<file path="src/rtl/fetch_queue.sv">
// Instruction prefetch queue: owns the fetch PC, issues one ROM read per cycle
// and buffers {pc, inst} for decode. Optional FETCHQ_BYPASS_EN forwards a return straight to decode.
module fetch_queue #(
  parameter int               DEPTH       = 4,
  parameter int               AW          = 8,
  parameter int               IW          = 9,
  parameter logic [AW-1:0]    RESET_PC    = 8'h00,
  parameter logic [IW-1:0]    HALT_OPCODE = 9'h1FF
) (
  input  logic                       CLK,
  input  logic                       start,
  output logic                       rom_en,
  output logic [AW-1:0]              rom_addr,
  input  logic [IW-1:0]              rom_data,
  input  logic                       redirect,
  input  logic [AW-1:0]              redirect_addr,
  input  logic                       deq,
  output logic                       inst_valid,
  output logic [IW-1:0]              inst,
  output logic [AW-1:0]              inst_pc,
  output logic                       fetch_halted,
  output logic [$clog2(DEPTH):0]     count
);

  localparam int PW = $clog2(DEPTH);
  localparam int CW = PW + 1;
  localparam logic [CW:0] DEPTH_W = (CW+1)'(DEPTH);

  logic [AW+IW-1:0] mem [DEPTH];
  logic [PW-1:0]    headPtr;
  logic [PW-1:0]    tailPtr;
  logic [CW-1:0]    countReg;
  logic             inflight;
  logic [AW-1:0]    inflightPc;
  logic [AW-1:0]    fetchPc;
  logic             halted;
  logic [IW-1:0]    headInstReg;
  logic [AW-1:0]    headPcReg;

  logic             issue;
  logic             live;
  logic             isHalt;
  logic             bypass;
  logic             valid;
  logic             pop;
  logic             popQ;
  logic             pushQ;
  logic [CW-1:0]    countNext;
  logic [PW-1:0]    headPtrNext;
  logic [IW-1:0]    headInstNext;
  logic [AW-1:0]    headPcNext;

  // Credit rule: an issued read always has a free slot waiting for it.
  assign issue  = !start && !halted && !redirect &&
                  (({1'b0, countReg} + (CW+1)'(inflight)) < DEPTH_W);
  assign live   = inflight && !redirect && !start;
  assign isHalt = live && (rom_data == HALT_OPCODE);

`ifdef FETCHQ_BYPASS_EN
  assign bypass = live && (countReg == '0);
`else
  assign bypass = 1'b0;
`endif

  assign valid = (countReg != '0) || bypass;
  assign pop   = deq && valid && !redirect && !start;
  assign popQ  = pop && !bypass;
  assign pushQ = live && !(bypass && pop);

  // The head register is reloaded every cycle, forwarding the returning word
  // when it becomes the head, so inst/inst_pc hold their last value when empty.
  always_comb begin
    countNext    = countReg + CW'(pushQ) - CW'(popQ);
    headPtrNext  = headPtr + PW'(popQ);
    headInstNext = headInstReg;
    headPcNext   = headPcReg;
    if (countNext != '0) begin
      if (pushQ && (countReg == CW'(popQ)))
        {headPcNext, headInstNext} = {inflightPc, rom_data};
      else
        {headPcNext, headInstNext} = mem[headPtrNext];
    end else if (bypass && pop) begin
      {headPcNext, headInstNext} = {inflightPc, rom_data};
    end
  end

  always_ff @(posedge CLK) begin
    if (pushQ)
      mem[tailPtr] <= {inflightPc, rom_data};
  end

  always_ff @(posedge CLK) begin
    if (start) begin
      headPtr     <= '0;
      tailPtr     <= '0;
      countReg    <= '0;
      inflight    <= 1'b0;
      inflightPc  <= '0;
      fetchPc     <= RESET_PC;
      halted      <= 1'b0;
      headInstReg <= '0;
      headPcReg   <= '0;
    end else if (redirect) begin
      headPtr  <= tailPtr;
      countReg <= '0;
      inflight <= 1'b0;
      fetchPc  <= redirect_addr;
      halted   <= 1'b0;
    end else begin
      headPtr     <= headPtrNext;
      tailPtr     <= tailPtr + PW'(pushQ);
      countReg    <= countNext;
      headInstReg <= headInstNext;
      headPcReg   <= headPcNext;
      // A read issued alongside the halt push is dropped on return.
      inflight    <= issue && !isHalt;
      if (issue) begin
        inflightPc <= fetchPc;
        fetchPc    <= fetchPc + AW'(1);
      end
      if (isHalt)
        halted <= 1'b1;
    end
  end

  assign rom_en       = issue;
  assign rom_addr     = fetchPc;
  assign inst_valid   = valid;
  assign inst         = bypass ? rom_data : headInstReg;
  assign inst_pc      = bypass ? inflightPc : headPcReg;
  assign fetch_halted = halted;
  assign count        = countReg;

endmodule

</file>
<file path="config.mk">
export PLATFORM = sky130hd
export DESIGN_NAME = fetch_queue
export DESIGN_NICKNAME = d
export VERILOG_FILES = /design/src/rtl/fetch_queue.sv
export SDC_FILE = /design/constraint.sdc
export NUM_CORES = 1
export LEC_CHECK = 0
export CAP_MARGIN = 15
export CORE_UTILIZATION = 55
export DETAILED_ROUTE_END_ITERATION = 10
export PLACE_DENSITY = 0.79
export RECOVER_POWER = 100
export SYNTH_ARGS = -nofsm -noshare
export SYNTH_HDL_FRONTEND = slang
export SYNTH_SLANG_ARGS = --single-unit
</file>
<file path="constraint.sdc">
create_clock -name CLK -period 3.6 [get_ports CLK]
set_clock_uncertainty 0.05 [all_clocks]
set_input_delay 0.54 -clock CLK [delete_from_list [all_inputs] [get_ports CLK]]
set_output_delay 0.54 -clock CLK [all_outputs]
set_load 0.02 [all_outputs]
</file>
==> flow_summary.yaml <==
die:
  start_util: 0.573
  core_um2: 7810
  die_area_um2: 8500
  dieWidth_um: 92.2
  num_rows: 32
  io_pins: 52
  die_h_um: 92.2
cts:
  clk_latency_ns: 0.37
  postCtsSetupBuffers: 0
  cts_root_buffer: "clkbuf_8"
  cts_max_level: 3
  clock-sinks: 110
  clockBufferDepth: 2
  ctsResizeCount: 0
  path_clk_slew_ns: 0.10
  numCtsBuffers: 9
  ctsHoldBuffers: 0
  cts_tree: "done"
place:
  gp_congestion: 0.839
  port_buffers: 51
  hpwlAfterDp_um: 5800
  place_ws_ns: 0.154
setup_path:
  crit_chain: "dlygate4sd3_1 > or3b_1 > ha_1 > inv_1 > ha_1 > inv_1 > fa_1 > xnor2_1 > a31oi_1 > buf_12 > nor2_1 > a311oi_1"
  timing.rr.start: "count[1]"
  path_max_fanout: 34
  worstSetupPathType: "in2reg"
  cpPeakStageDelay_ns: 0.58
  cp-end-kind: "flip-flop"
  cp.required_ns: 3.82
  reg2reg_setup_slack_ns: 0.47
  start_kind: "primary input"
  startpoint: "redirect"
  r2r_end: "inst[1]"
  r2r_cells: 12
  critPathSlowestCell: "dlygate4sd3_1"
  crit_family: "buffers and inverters"
  path_buf_inv: 4
  crit_arrival_ns: 3.45
synth:
  ys_ff_latch: 110
  synth_fp_nets: 366
  syn-cell-area_um2: 4480
  yosysMostFrequentCell: "edfxtp_1"
  synthTopCellsByArea: "edfxtp_1 46%, dfxtp_1 19%, mux4_2 8.6%, a311oi_1 4.5%, nand2_1 3.5%"
  synth_warnings: 0
  syn-mean-instance-area_um2: 13.2
  synth_top_area_share: 0.456
  yosys.area.top_type: "edfxtp_1"
  async_flop_share: 0
  synth_cells: 338
  synthFlopType: "edfxtp_1"
  yosysSeqAreaShare: 0.644
  synthTopCellsByCount: "68 x edfxtp_1, 42 x dfxtp_1, 42 x nand2_1"
  synth-edff-count: 68
  netlist-cell-type-count: 38
power:
  powerDensity_nw_per_um2: 414
  p_total_mw: 2.18
  power_leakage_nw: 1.84
  ir_drop_mv: 0.204
grt:
  grtUsageTotal: 0.230
  antenna_found_initial: 0
  grt_pass1_wl_um: 14600
  grt_overflow: 0
  grt_max_degree: 40
  grt_pass1_vias: 2905
hold_path:
  min-delay-path-class: "reg2reg"
  min_to: "inst_pc[6]"
  hold_depth: 2
  worstHoldStart: "inst_pc[6]"
sta:
  maxSlewHeadroom: 0.279
  finalCritPeriodShare: 0.899
  hold_viol: 0
  setup_ws_ns: 0.364
  setup-violations-final: 0
  setup_tns_ns: 0
  finalCriticalPeriod_ns: 3.24
  worstMarginPinSlew_ns: 1.08
  slew_violations: 0
  rsz0062_at_grt: "false"
  max_freq_mhz: 309
cells_and_area:
  nets: 420
  drive_gt1_frac: 0.103
  multi_input_area_um2: 1460
  fin_util: 0.674
  num-fill-cells: 571
  register_area_um2: 2880
  antenna_cells: 0
  area_growth_pct: 17.6
routing:
  via_per_inst: 5.93
  drtIter0Drc: 182
  vias: 2960
  routed_wl_um: 8970
  ant_nets: 0
  wire_per_inst_um: 18.0
  drc: 0
  dr.pass1.iters: 4
outcome:
  status: "finished, final reports clean"
run:
  max_cap_violations: 0
[layer usage]
layer  part of all wire  global-route usage
met1               0.42               0.288
met2               0.49               0.382
met3              0.067              0.0431
met4              0.022               0.117
met5                  0                   0
[kinds of logic (layout without fill, tap and decap cells)]
group           Yosys count  after routing  share of synthesized area
simple gates            115            115                      0.122
flops                   110            110                      0.644
compound gates           58             58                     0.0914
buf+inv                  28             87                     0.0302
mux                      17             17                     0.0855
fa+ha+maj                 7              7                     0.0212
xor+xnor                  3              3                    0.00587
[how the worst max path moves through the flow]
stage,to,slack [ns],depth (start not counted)
floorplan,inst_pc[3],0.33,12
global placement,inst_pc[1],0.27,12
detailed placement,inst_pc[3],0.15,12
CTS,rom_en,0.45,5
global route,inst_pc[2],0.23,12
finish,inst[1],0.36,12
[stage by stage]
| stage | instance area [µm²] | hold slack [ns] | std cells |
|---|---|---|---|
| 6_report | 5260 | 0.444 | 499 |
| 5_1_grt | 5260 | 0.479 | 499 |
| 4_1_cts | 5310 | 0.452 | 499 |
| 3_5_place_dp | 5140 | 0.440 | 483 |
| 3_3_place_gp | 5140 | 0.434 | 483 |
| 2_1_floorplan | 4480 | 0.425 | 338 |
[sequential cells by signal, indices dropped and copies added (netlist names)]
signal,cells
mem,68
inst,9
inflightPc,8
inst_pc,8
rom_addr,8
count,3
headPtr,2
tailPtr,2
fetch_halted,1
inflight,1
[power by group]
group	switching, mW	leakage, nW	internal (mW)	total [mW]
Clock	0.397	0.0769	0.252	0.649
Combinational	0.0832	0.772	0.0684	0.152
Sequential	0.0229	0.992	1.35	1.38
Total	0.503	1.84	1.67	2.18
[cells in the final DEF, fill, tap and decap left out, drive strengths merged, types with 2 or more instances in the layout]
cell type / n
a21oi: 12
a311oi: 23
a31oi: 2
and3: 2
buf: 6
clkbuf: 18
clkdlybuf4s50: 9
clkinvlp: 2
dfxtp: 42
dlygate4sd3: 42
edfxtp: 68
ha: 6
inv: 9
mux4: 17
nand2: 42
nand3: 10
nand4: 8
nor2: 32
nor2b: 3
nor3: 2
nor3b: 2
nor4: 3
o21ai: 12
o31ai: 3
or2: 2
or3: 4
or4: 4
xnor2: 2
[layout make-up]
type,count,share of cell area
clock inverter,4,0.00499
timing repair buffer,63,0.115
multi-input combinational,200,0.277
inverter,8,0.00570
tap,102,0.0242
clock buffer,12,0.0257
sequential,110,0.548
[tightest hold or removal path, stage by stage (launching register included)]
cell and delay (ns):
dfxtp_1 0.31, nor2_1 0.09, a311oi_1 0.05
Note: power is estimated with default switching activity, not from simulation.
